## src/rtl/ddr3_burst_writer_if.sv

```systemverilog
// Bus bundle for the DDR3 burst writer: user beat channel plus the Avalon-MM write port.
// The slave modport is the writer's view; the master modport is the surrounding system's view.
interface ddr3_burst_writer_if #(
  parameter int DATA_W = 128,
  parameter int ADDR_W = 26
);
  logic                  wr_valid;
  logic                  wr_ready;
  logic [ADDR_W-1:0]     wr_addr;
  logic [DATA_W-1:0]     wr_data;
  logic [DATA_W/8-1:0]   wr_be;

  logic                  ddr3_avl_ready;
  logic                  ddr3_avl_burstbegin;
  logic                  ddr3_avl_write_req;
  logic [3:0]            ddr3_avl_size;
  logic [ADDR_W-1:0]     ddr3_avl_addr;
  logic [DATA_W-1:0]     ddr3_avl_wr_data;
  logic [DATA_W/8-1:0]   ddr3_avl_be;

  modport slave (
    input  wr_valid, wr_addr, wr_data, wr_be, ddr3_avl_ready,
    output wr_ready, ddr3_avl_burstbegin, ddr3_avl_write_req, ddr3_avl_size,
           ddr3_avl_addr, ddr3_avl_wr_data, ddr3_avl_be
  );

  modport master (
    output wr_valid, wr_addr, wr_data, wr_be, ddr3_avl_ready,
    input  wr_ready, ddr3_avl_burstbegin, ddr3_avl_write_req, ddr3_avl_size,
           ddr3_avl_addr, ddr3_avl_wr_data, ddr3_avl_be
  );
endinterface

```

## src/rtl/ddr3_burst_writer.sv

```systemverilog
// Buffers user write beats and issues them as fixed-length Avalon-MM bursts to a DDR3 controller.
// A beat leaves the buffer only when it transfers, so fifo_level counts every beat not yet written.
module ddr3_burst_writer #(
  parameter int DATA_W     = 128,
  parameter int ADDR_W     = 26,
  parameter int BURST_LEN  = 4,
  parameter int FIFO_DEPTH = 16
) (
  input  logic                        ddr3_clk,
  input  logic                        reset_n,
  ddr3_burst_writer_if.slave          bus,
  output logic                        burst_done,
  output logic [$clog2(FIFO_DEPTH):0] fifo_level
);
  localparam int BE_W    = DATA_W / 8;
  localparam int PTR_W   = $clog2(FIFO_DEPTH);
  localparam int LVL_W   = PTR_W + 1;
  localparam int A_DEPTH = (FIFO_DEPTH / BURST_LEN < 1) ? 1 : FIFO_DEPTH / BURST_LEN;
  localparam int A_PTR_W = (A_DEPTH > 1) ? $clog2(A_DEPTH) : 1;
  localparam int A_LVL_W = $clog2(A_DEPTH + 1);

  typedef enum logic [1:0] {S_IDLE = 2'd0, S_BURST = 2'd1, S_DONE = 2'd2} state_e;

  typedef struct packed {
    logic [DATA_W-1:0] data;
    logic [BE_W-1:0]   be;
  } beat_t;

  state_e              state_q, state_d;
  logic                write_req, start, xfer, last_beat;
  logic                push, addr_push, beat_full, addr_full;

  beat_t               beat_mem [FIFO_DEPTH];
  logic [ADDR_W-1:0]   addr_mem [A_DEPTH];
  logic [PTR_W-1:0]    beat_wr_ptr_q, beat_rd_ptr_q, beat_rd_nxt;
  logic [LVL_W-1:0]    level_q;
  logic [A_PTR_W-1:0]  addr_wr_ptr_q, addr_rd_ptr_q;
  logic [A_LVL_W-1:0]  addr_lvl_q;
  logic [3:0]          grp_cnt_q, out_cnt_q;
  logic                first_q;
  logic [ADDR_W-1:0]   avl_addr_q;
  beat_t               avl_beat_q;

  function automatic logic [A_PTR_W-1:0] a_inc(input logic [A_PTR_W-1:0] p);
    return (p == A_PTR_W'(A_DEPTH - 1)) ? '0 : p + A_PTR_W'(1);
  endfunction

  // Input side: a group may only open when its address has somewhere to go.
  assign beat_full   = (level_q == LVL_W'(FIFO_DEPTH));
  assign addr_full   = (addr_lvl_q == A_LVL_W'(A_DEPTH));
  assign bus.wr_ready = !beat_full && ((grp_cnt_q != 4'd0) || !addr_full);
  assign push        = bus.wr_valid && bus.wr_ready;
  assign addr_push   = push && (grp_cnt_q == 4'd0);
  assign beat_rd_nxt = beat_rd_ptr_q + PTR_W'(1);
  assign last_beat   = (out_cnt_q == 4'(BURST_LEN - 1));
  assign xfer        = write_req && bus.ddr3_avl_ready;

  // NOTE: sequential state uses non-blocking assignments so every register samples pre-edge values.
  always_ff @(posedge ddr3_clk or negedge reset_n) begin
    if (!reset_n) state_q <= S_IDLE;
    else          state_q <= state_d;
  end

  // NOTE: every always_comb output gets a default first, so no path can infer a latch.
  always_comb begin
    state_d = state_q;
    unique case (state_q)
      S_IDLE:  if (start)             state_d = S_BURST;
      S_BURST: if (xfer && last_beat) state_d = S_DONE;
      S_DONE:                         state_d = S_IDLE;
      default:                        state_d = S_IDLE;
    endcase
  end

  always_comb begin
    start      = 1'b0;
    write_req  = 1'b0;
    burst_done = 1'b0;
    unique case (state_q)
      S_IDLE:  start      = (level_q >= LVL_W'(BURST_LEN));
      S_BURST: write_req  = 1'b1;
      S_DONE:  burst_done = 1'b1;
      default: ;
    endcase
  end

  // NOTE: the storage arrays carry no reset; pointers and levels alone define which entries are valid.
  always_ff @(posedge ddr3_clk) begin
    if (push)      beat_mem[beat_wr_ptr_q] <= {bus.wr_data, bus.wr_be};
    if (addr_push) addr_mem[addr_wr_ptr_q] <= bus.wr_addr;
  end

  always_ff @(posedge ddr3_clk or negedge reset_n) begin
    if (!reset_n) begin
      beat_wr_ptr_q <= '0;
      beat_rd_ptr_q <= '0;
      level_q       <= '0;
      addr_wr_ptr_q <= '0;
      addr_rd_ptr_q <= '0;
      addr_lvl_q    <= '0;
      grp_cnt_q     <= '0;
      out_cnt_q     <= '0;
      first_q       <= 1'b0;
      avl_addr_q    <= '0;
      avl_beat_q    <= '0;
    end else begin
      if (push) begin
        beat_wr_ptr_q <= beat_wr_ptr_q + PTR_W'(1);
        grp_cnt_q     <= last_grp_beat() ? 4'd0 : grp_cnt_q + 4'd1;
      end
      if (addr_push) addr_wr_ptr_q <= a_inc(addr_wr_ptr_q);
      if (start)     addr_rd_ptr_q <= a_inc(addr_rd_ptr_q);
      if (xfer)      beat_rd_ptr_q <= beat_rd_nxt;
      level_q    <= level_q + LVL_W'(push) - LVL_W'(xfer);
      addr_lvl_q <= addr_lvl_q + A_LVL_W'(addr_push) - A_LVL_W'(start);

      // The presented beat is the buffer head; on a transfer the one behind it is already resident.
      if (start) begin
        avl_addr_q <= addr_mem[addr_rd_ptr_q];
        avl_beat_q <= beat_mem[beat_rd_ptr_q];
        first_q    <= 1'b1;
        out_cnt_q  <= '0;
      end else if (xfer) begin
        first_q   <= 1'b0;
        out_cnt_q <= out_cnt_q + 4'd1;
        if (!last_beat) avl_beat_q <= beat_mem[beat_rd_nxt];
      end
    end
  end

  function automatic logic last_grp_beat();
    return grp_cnt_q == 4'(BURST_LEN - 1);
  endfunction

  assign bus.ddr3_avl_write_req  = write_req;
  assign bus.ddr3_avl_burstbegin = first_q;
  assign bus.ddr3_avl_size       = 4'(BURST_LEN);
  assign bus.ddr3_avl_addr       = avl_addr_q;
  assign bus.ddr3_avl_wr_data    = avl_beat_q.data;
  assign bus.ddr3_avl_be         = avl_beat_q.be;
  assign fifo_level              = level_q;
endmodule

```

## src/flat_wrapper.sv

```systemverilog
// flat-port wrapper written by rule: the top's interface ports become plain ports
module ddr3_burst_writer_flat 
#(
  parameter int DATA_W     = 128,
  parameter int ADDR_W     = 26,
  parameter int BURST_LEN  = 4,
  parameter int FIFO_DEPTH = 16
)
  (ddr3_clk, reset_n, burst_done, fifo_level, bus_wr_valid, bus_wr_addr, bus_wr_data, bus_wr_be, bus_ddr3_avl_ready, bus_wr_ready, bus_ddr3_avl_burstbegin, bus_ddr3_avl_write_req, bus_ddr3_avl_size, bus_ddr3_avl_addr, bus_ddr3_avl_wr_data, bus_ddr3_avl_be);
  ddr3_burst_writer_if #(.DATA_W(DATA_W), .ADDR_W(ADDR_W)) bus_i ();
  input  logic ddr3_clk;
  input  logic reset_n;
  output logic burst_done;
  output logic [$clog2(FIFO_DEPTH):0] fifo_level;
  input wire logic [$bits(bus_i.wr_valid)-1:0] bus_wr_valid;
  input wire logic [$bits(bus_i.wr_addr)-1:0] bus_wr_addr;
  input wire logic [$bits(bus_i.wr_data)-1:0] bus_wr_data;
  input wire logic [$bits(bus_i.wr_be)-1:0] bus_wr_be;
  input wire logic [$bits(bus_i.ddr3_avl_ready)-1:0] bus_ddr3_avl_ready;
  output wire logic [$bits(bus_i.wr_ready)-1:0] bus_wr_ready;
  output wire logic [$bits(bus_i.ddr3_avl_burstbegin)-1:0] bus_ddr3_avl_burstbegin;
  output wire logic [$bits(bus_i.ddr3_avl_write_req)-1:0] bus_ddr3_avl_write_req;
  output wire logic [$bits(bus_i.ddr3_avl_size)-1:0] bus_ddr3_avl_size;
  output wire logic [$bits(bus_i.ddr3_avl_addr)-1:0] bus_ddr3_avl_addr;
  output wire logic [$bits(bus_i.ddr3_avl_wr_data)-1:0] bus_ddr3_avl_wr_data;
  output wire logic [$bits(bus_i.ddr3_avl_be)-1:0] bus_ddr3_avl_be;
  assign bus_i.wr_valid = bus_wr_valid;
  assign bus_i.wr_addr = bus_wr_addr;
  assign bus_i.wr_data = bus_wr_data;
  assign bus_i.wr_be = bus_wr_be;
  assign bus_i.ddr3_avl_ready = bus_ddr3_avl_ready;
  assign bus_wr_ready = bus_i.wr_ready;
  assign bus_ddr3_avl_burstbegin = bus_i.ddr3_avl_burstbegin;
  assign bus_ddr3_avl_write_req = bus_i.ddr3_avl_write_req;
  assign bus_ddr3_avl_size = bus_i.ddr3_avl_size;
  assign bus_ddr3_avl_addr = bus_i.ddr3_avl_addr;
  assign bus_ddr3_avl_wr_data = bus_i.ddr3_avl_wr_data;
  assign bus_ddr3_avl_be = bus_i.ddr3_avl_be;
  ddr3_burst_writer #(.DATA_W(DATA_W), .ADDR_W(ADDR_W), .BURST_LEN(BURST_LEN), .FIFO_DEPTH(FIFO_DEPTH)) u_core (.ddr3_clk(ddr3_clk), .reset_n(reset_n), .bus(bus_i), .burst_done(burst_done), .fifo_level(fifo_level));
endmodule
```

## config.mk

```make
export PLATFORM = sky130hd
export DESIGN_NAME = ddr3_burst_writer_flat
export DESIGN_NICKNAME = d
export VERILOG_FILES = /design/src/rtl/ddr3_burst_writer_if.sv /design/src/rtl/ddr3_burst_writer.sv /design/src/flat_wrapper.sv
export SDC_FILE = /design/constraint.sdc
export NUM_CORES = 2
export LEC_CHECK = 0
export BUFFER_PORTS_ARGS = -buffer_cell sky130_fd_sc_hd__buf_2
export CAP_MARGIN = 20
export CORE_MARGIN = 3
export CORE_UTILIZATION = 43
export DETAILED_ROUTE_END_ITERATION = 10
export PLACE_DENSITY = 0.68
export SLEW_MARGIN = 20
export SYNTH_ARGS = -nofsm -noshare
export SYNTH_HDL_FRONTEND = slang
export SYNTH_SLANG_ARGS = --single-unit
```

## constraint.sdc

```tcl
create_clock -name ddr3_clk -period 11.62 [get_ports ddr3_clk]
set_input_delay 1.162 -clock ddr3_clk [delete_from_list [all_inputs] [get_ports ddr3_clk]]
set_output_delay 1.162 -clock ddr3_clk [all_outputs]
set_load 0.1 [all_outputs]
```

==> flow_summary.toml <==
[power_and_ir_drop]
p_leak_nw = 42.9
swShare_pct = 39.0
switchingPower_mw = 14.9
p_int_mw = 23.4
combPwrFrac_pct = 43.9
power_mw = 38.3
peakVddDrop_uv = 403
seqPwrFrac_pct = 32.4
p_clk_share_pct = 23.7
p_per_area_nw_per_um2 = 293

[timing]
rsz0062_at_grt = "false"
setup_slack_ns = 6.36
whs_ns = 0.304
fin_crit_sh_pct = 45.3
slew_headroom_pct = 19.4
skew_ns = 0.0542
finalMaxSlewViolations = 0
max_freq_ghz = 0.190
setup-tns-final_ns = 0
fin_crit_ns = 5.26
hold_viol_final = 0
worst_slew_pin_slew_ns = 1.21
setup_viol = 0

[clocking]
post-cts-setup-buffers = 0
cts_buffers = 280
cts.path.max_buffers = 4
path_clk_slew_ns = 0.06
cts_tree = "built"
cts_resized = 0
cts_sinks = 2609
cts_hold_buffers = 0
insertion_delay_ns = 0.89
root_buffer = "clkbuf_16"
ctsHtreeMaxLevel = 5

[worst_setup_path]
crit_path_end = "u_core.bus.ddr3_avl_be[1]$_DFFE_PN0P_"
regToRegStartpoint = "u_core.fifo_level[3]$_DFF_PN0_"
path_class = "flip-flop to flip-flop"
critPathSlowestCell = "buf_4"
crit_buf_inv = 6
path_common_cell = "buf_4"
worstReg2RegEnd = "u_core.bus.ddr3_avl_be[1]$_DFFE_PN0P_"
max_stage_delay_ns = 0.70
critPathLaunch = "u_core.fifo_level[3]$_DFF_PN0_"
end_kind = "flip-flop"
cp.arrival_ns = 6.05
cp_data_required_time_ns = 12.42
worst-path-stages = 12
startpoint_type = "flip-flop"
ff2ff_path_depth = 12
cp_max_fo = 49
path_cells = "inv_1 > ha_1 > nor4b_1 > o21ai_4 > buf_4 > inv_4 > buf_4 > buf_4 > nand2_4 > buf_4 > o22ai_1 > a221o_1"
critical-path-top-delay-family = "buffers and inverters"
r2r_setup_slack_ns = 6.36

[placement]
placed_cell_area_um2 = 121000
place_congestion = 0.787
dp_worst_setup_slack_ns = 6.52
numPortBuffers = 352
dp_hpwl_um = 171000
dpl.cell_count = 9714

[synthesis]
avgSynthCellArea_um2 = 18.8
syn_area_um2 = 116000
ys_warn_count = 0
syn_inst = 6161
synth_edf_count = 2408
ys_seq_area_share_pct = 66.8
yosys-top-cells-area = "edfxtp_1, mux4_2, dfrtp_1"
synthArstFlopShare_pct = 7.70
yosys.area.top_type = "edfxtp_1"
ys_types = 48
ys_ff_latch = 2609
yosys_most_used_dff = "edfxtp_1"
synth_top_area_share_pct = 62.4

[die]
start_util_pct = 43.5
die_w_um = 525
row_count = 189
num_io_pins = 357
core-area_um2 = 267000
dieArea_um2 = 276000
die_h_um = 525

[finish]
postLayoutCoreUtil_pct = 49.1
finalNetCount = 6661
layout-drive-gt1-share_pct = 30.8
fillers = 21200
area_growth_pct = 13.0
stdcell_area_um2 = 131000
fin_cells = 10300

[drt]
drtIter0Drc = 8166
ant_nets = 0
via_per_inst = 6.45
wl_per_cell_um = 31.4
drt_wl_total_um = 322000
vias = 66200
firstDrtPassIters = 8
post-route-drc-count = 0

[worst_hold_path]
hp-class = "input port to asynchronous set/reset pin"

[global_route]
antenna_found_initial = 78
grt_pass1_vias = 67500
grt_first_pass_wirelength_um = 471000
grt_usage_pct = 23.0
grt_max_degree = 171
grt_overflow_total = 0

[job]
drv_cap = 0

[run_status]
outcome = "finished, final reports clean"
[synthesized netlist by cell type, types with 2 or more instances]
cell type  count
nor2_1        37
mux2_2        18
nand4_1       33
a31oi_1       74
dfrtp_1      201
a32oi_1       27
fa_1           2
xnor2_1        9
ha_1          22
nor3_1         7
o21ai_0       13
inv_1         24
clkbuf_1     189
buf_6          2
nor3b_1        2
o31ai_1        5
a221o_1       76
and3_1         6
nand3_1      254
mux2i_1      196
mux4_2      1095
a21o_1         2
buf_4         18
nand2_1      690
nand2b_1      78
xor2_1         7
a22oi_1      149
buf_1         66
and2_1        19
edfxtp_1    2408
a222oi_1      16
nor2b_1        7
a21oi_1      115
o21ai_1       11
conb_1         2
o22ai_1       78
buf_2        192
[routing by layer]
layer  wire [um]  up-vias  global-route usage (%)  share of wire, %
met5         275        -                       0             0.085
met4       11200       44                    8.15               3.5
met3       36600      708                    5.89                11
met2      153000     3970                    36.4                47
met1      121000    35000                    31.1                38
li1            -    26500                       -                 -
[registers in the layout (all words and copies together) (netlist names), 5 cells and up]
name                         count
u_core.addr_mem                104
u_core.beat_mem               2304
u_core.bus.ddr3_avl_addr        26
u_core.bus.ddr3_avl_be          16
u_core.bus.ddr3_avl_wr_data    128
u_core.fifo_level                5
[cells in the final DEF, fill, tap and decap left out, types with 7 or more instances in the layout]
cell | Yosys | layout
a21oi_1 | 115 | 115
a221o_1 | 76 | 76
a222oi_1 | 16 | 16
a22oi_1 | 149 | 149
a31oi_1 | 74 | 74
a32oi_1 | 27 | 27
and2_4 | 0 | 12
buf_12 | 0 | 12
buf_2 | 192 | 351
buf_4 | 18 | 119
bufinv_16 | 0 | 28
clkbuf_1 | 189 | 62
clkbuf_16 | 0 | 284
clkbuf_8 | 0 | 25
clkinv_1 | 1 | 32
clkinv_2 | 0 | 42
clkinvlp_4 | 0 | 8
dfrtp_1 | 201 | 197
diode_2 | 0 | 45
edfxtp_1 | 2408 | 2408
ha_1 | 22 | 21
inv_1 | 24 | 24
inv_6 | 0 | 9
mux2_2 | 18 | 18
mux2i_1 | 196 | 196
mux4_2 | 1095 | 1095
nand2_1 | 690 | 687
nand2b_1 | 78 | 77
nand3_1 | 254 | 254
nand4_1 | 33 | 33
nor2_1 | 37 | 31
nor3_1 | 7 | 7
o21ai_0 | 13 | 13
o21ai_1 | 11 | 9
o22ai_1 | 78 | 77
xnor2_1 | 9 | 9
[how the worst min path moves through the flow]
stage / to / slack [ns]
floorplan: u_core.grp_cnt_q[3]$_DFFE_PN0P_ / 0.47
global placement: u_core.bus.ddr3_avl_addr[22]$_DFFE_PN0N_ / 0.46
detailed placement: u_core.bus.ddr3_avl_addr[15]$_DFFE_PN0N_ / 0.46
CTS: u_core.bus.ddr3_avl_wr_data[95]$_DFFE_PN0P_ / 0.30
global route: u_core.bus.ddr3_avl_wr_data[95]$_DFFE_PN0P_ / 0.32
finish: u_core.bus.ddr3_avl_wr_data[75]$_DFFE_PN0P_ / 0.30
[cell families (layout without fill, tap and decap cells)]
| kind of cell | count (synthesis) | in the layout | synth area share (%) |
|---|---|---|---|
| simple gates | 1136 | 1136 | 4.30 |
| xor+xnor | 17 | 17 | 0.135 |
| compound gates | 571 | 571 | 3.47 |
| mux | 1309 | 1309 | 23.2 |
| fa+ha+maj | 24 | 24 | 0.272 |
| buf+inv | 493 | 1022 | 1.88 |
| flops | 2609 | 2609 | 66.8 |
| other cells | 2 | 49 | 0.00648 |
[power groups by stage]
stage	Sequential [mW]	Clock, mW	Combinational (mW)
CTS	12.4	9.22	16.9
global route	12.5	9.62	17.8
detailed placement	12.6	0	16.8
floorplan	14.4	0	10.7
finish	12.4	9.08	16.8
global placement	12.5	0	16.6
[layout make-up]
type | instances | area, um^2 | area share (%)
inverter | 26 | 100 | 0.0765
clock inverter | 140 | 1720 | 1.31
tap | 3533 | 4420 | 3.38
clock buffer | 371 | 7680 | 5.87
sequential | 2609 | 77400 | 59.1
multi-input combinational | 3061 | 36600 | 28.0
timing repair buffer | 485 | 2930 | 2.24
antenna | 45 | 113 | 0.0860
Note: power is estimated with default switching activity, not from simulation.
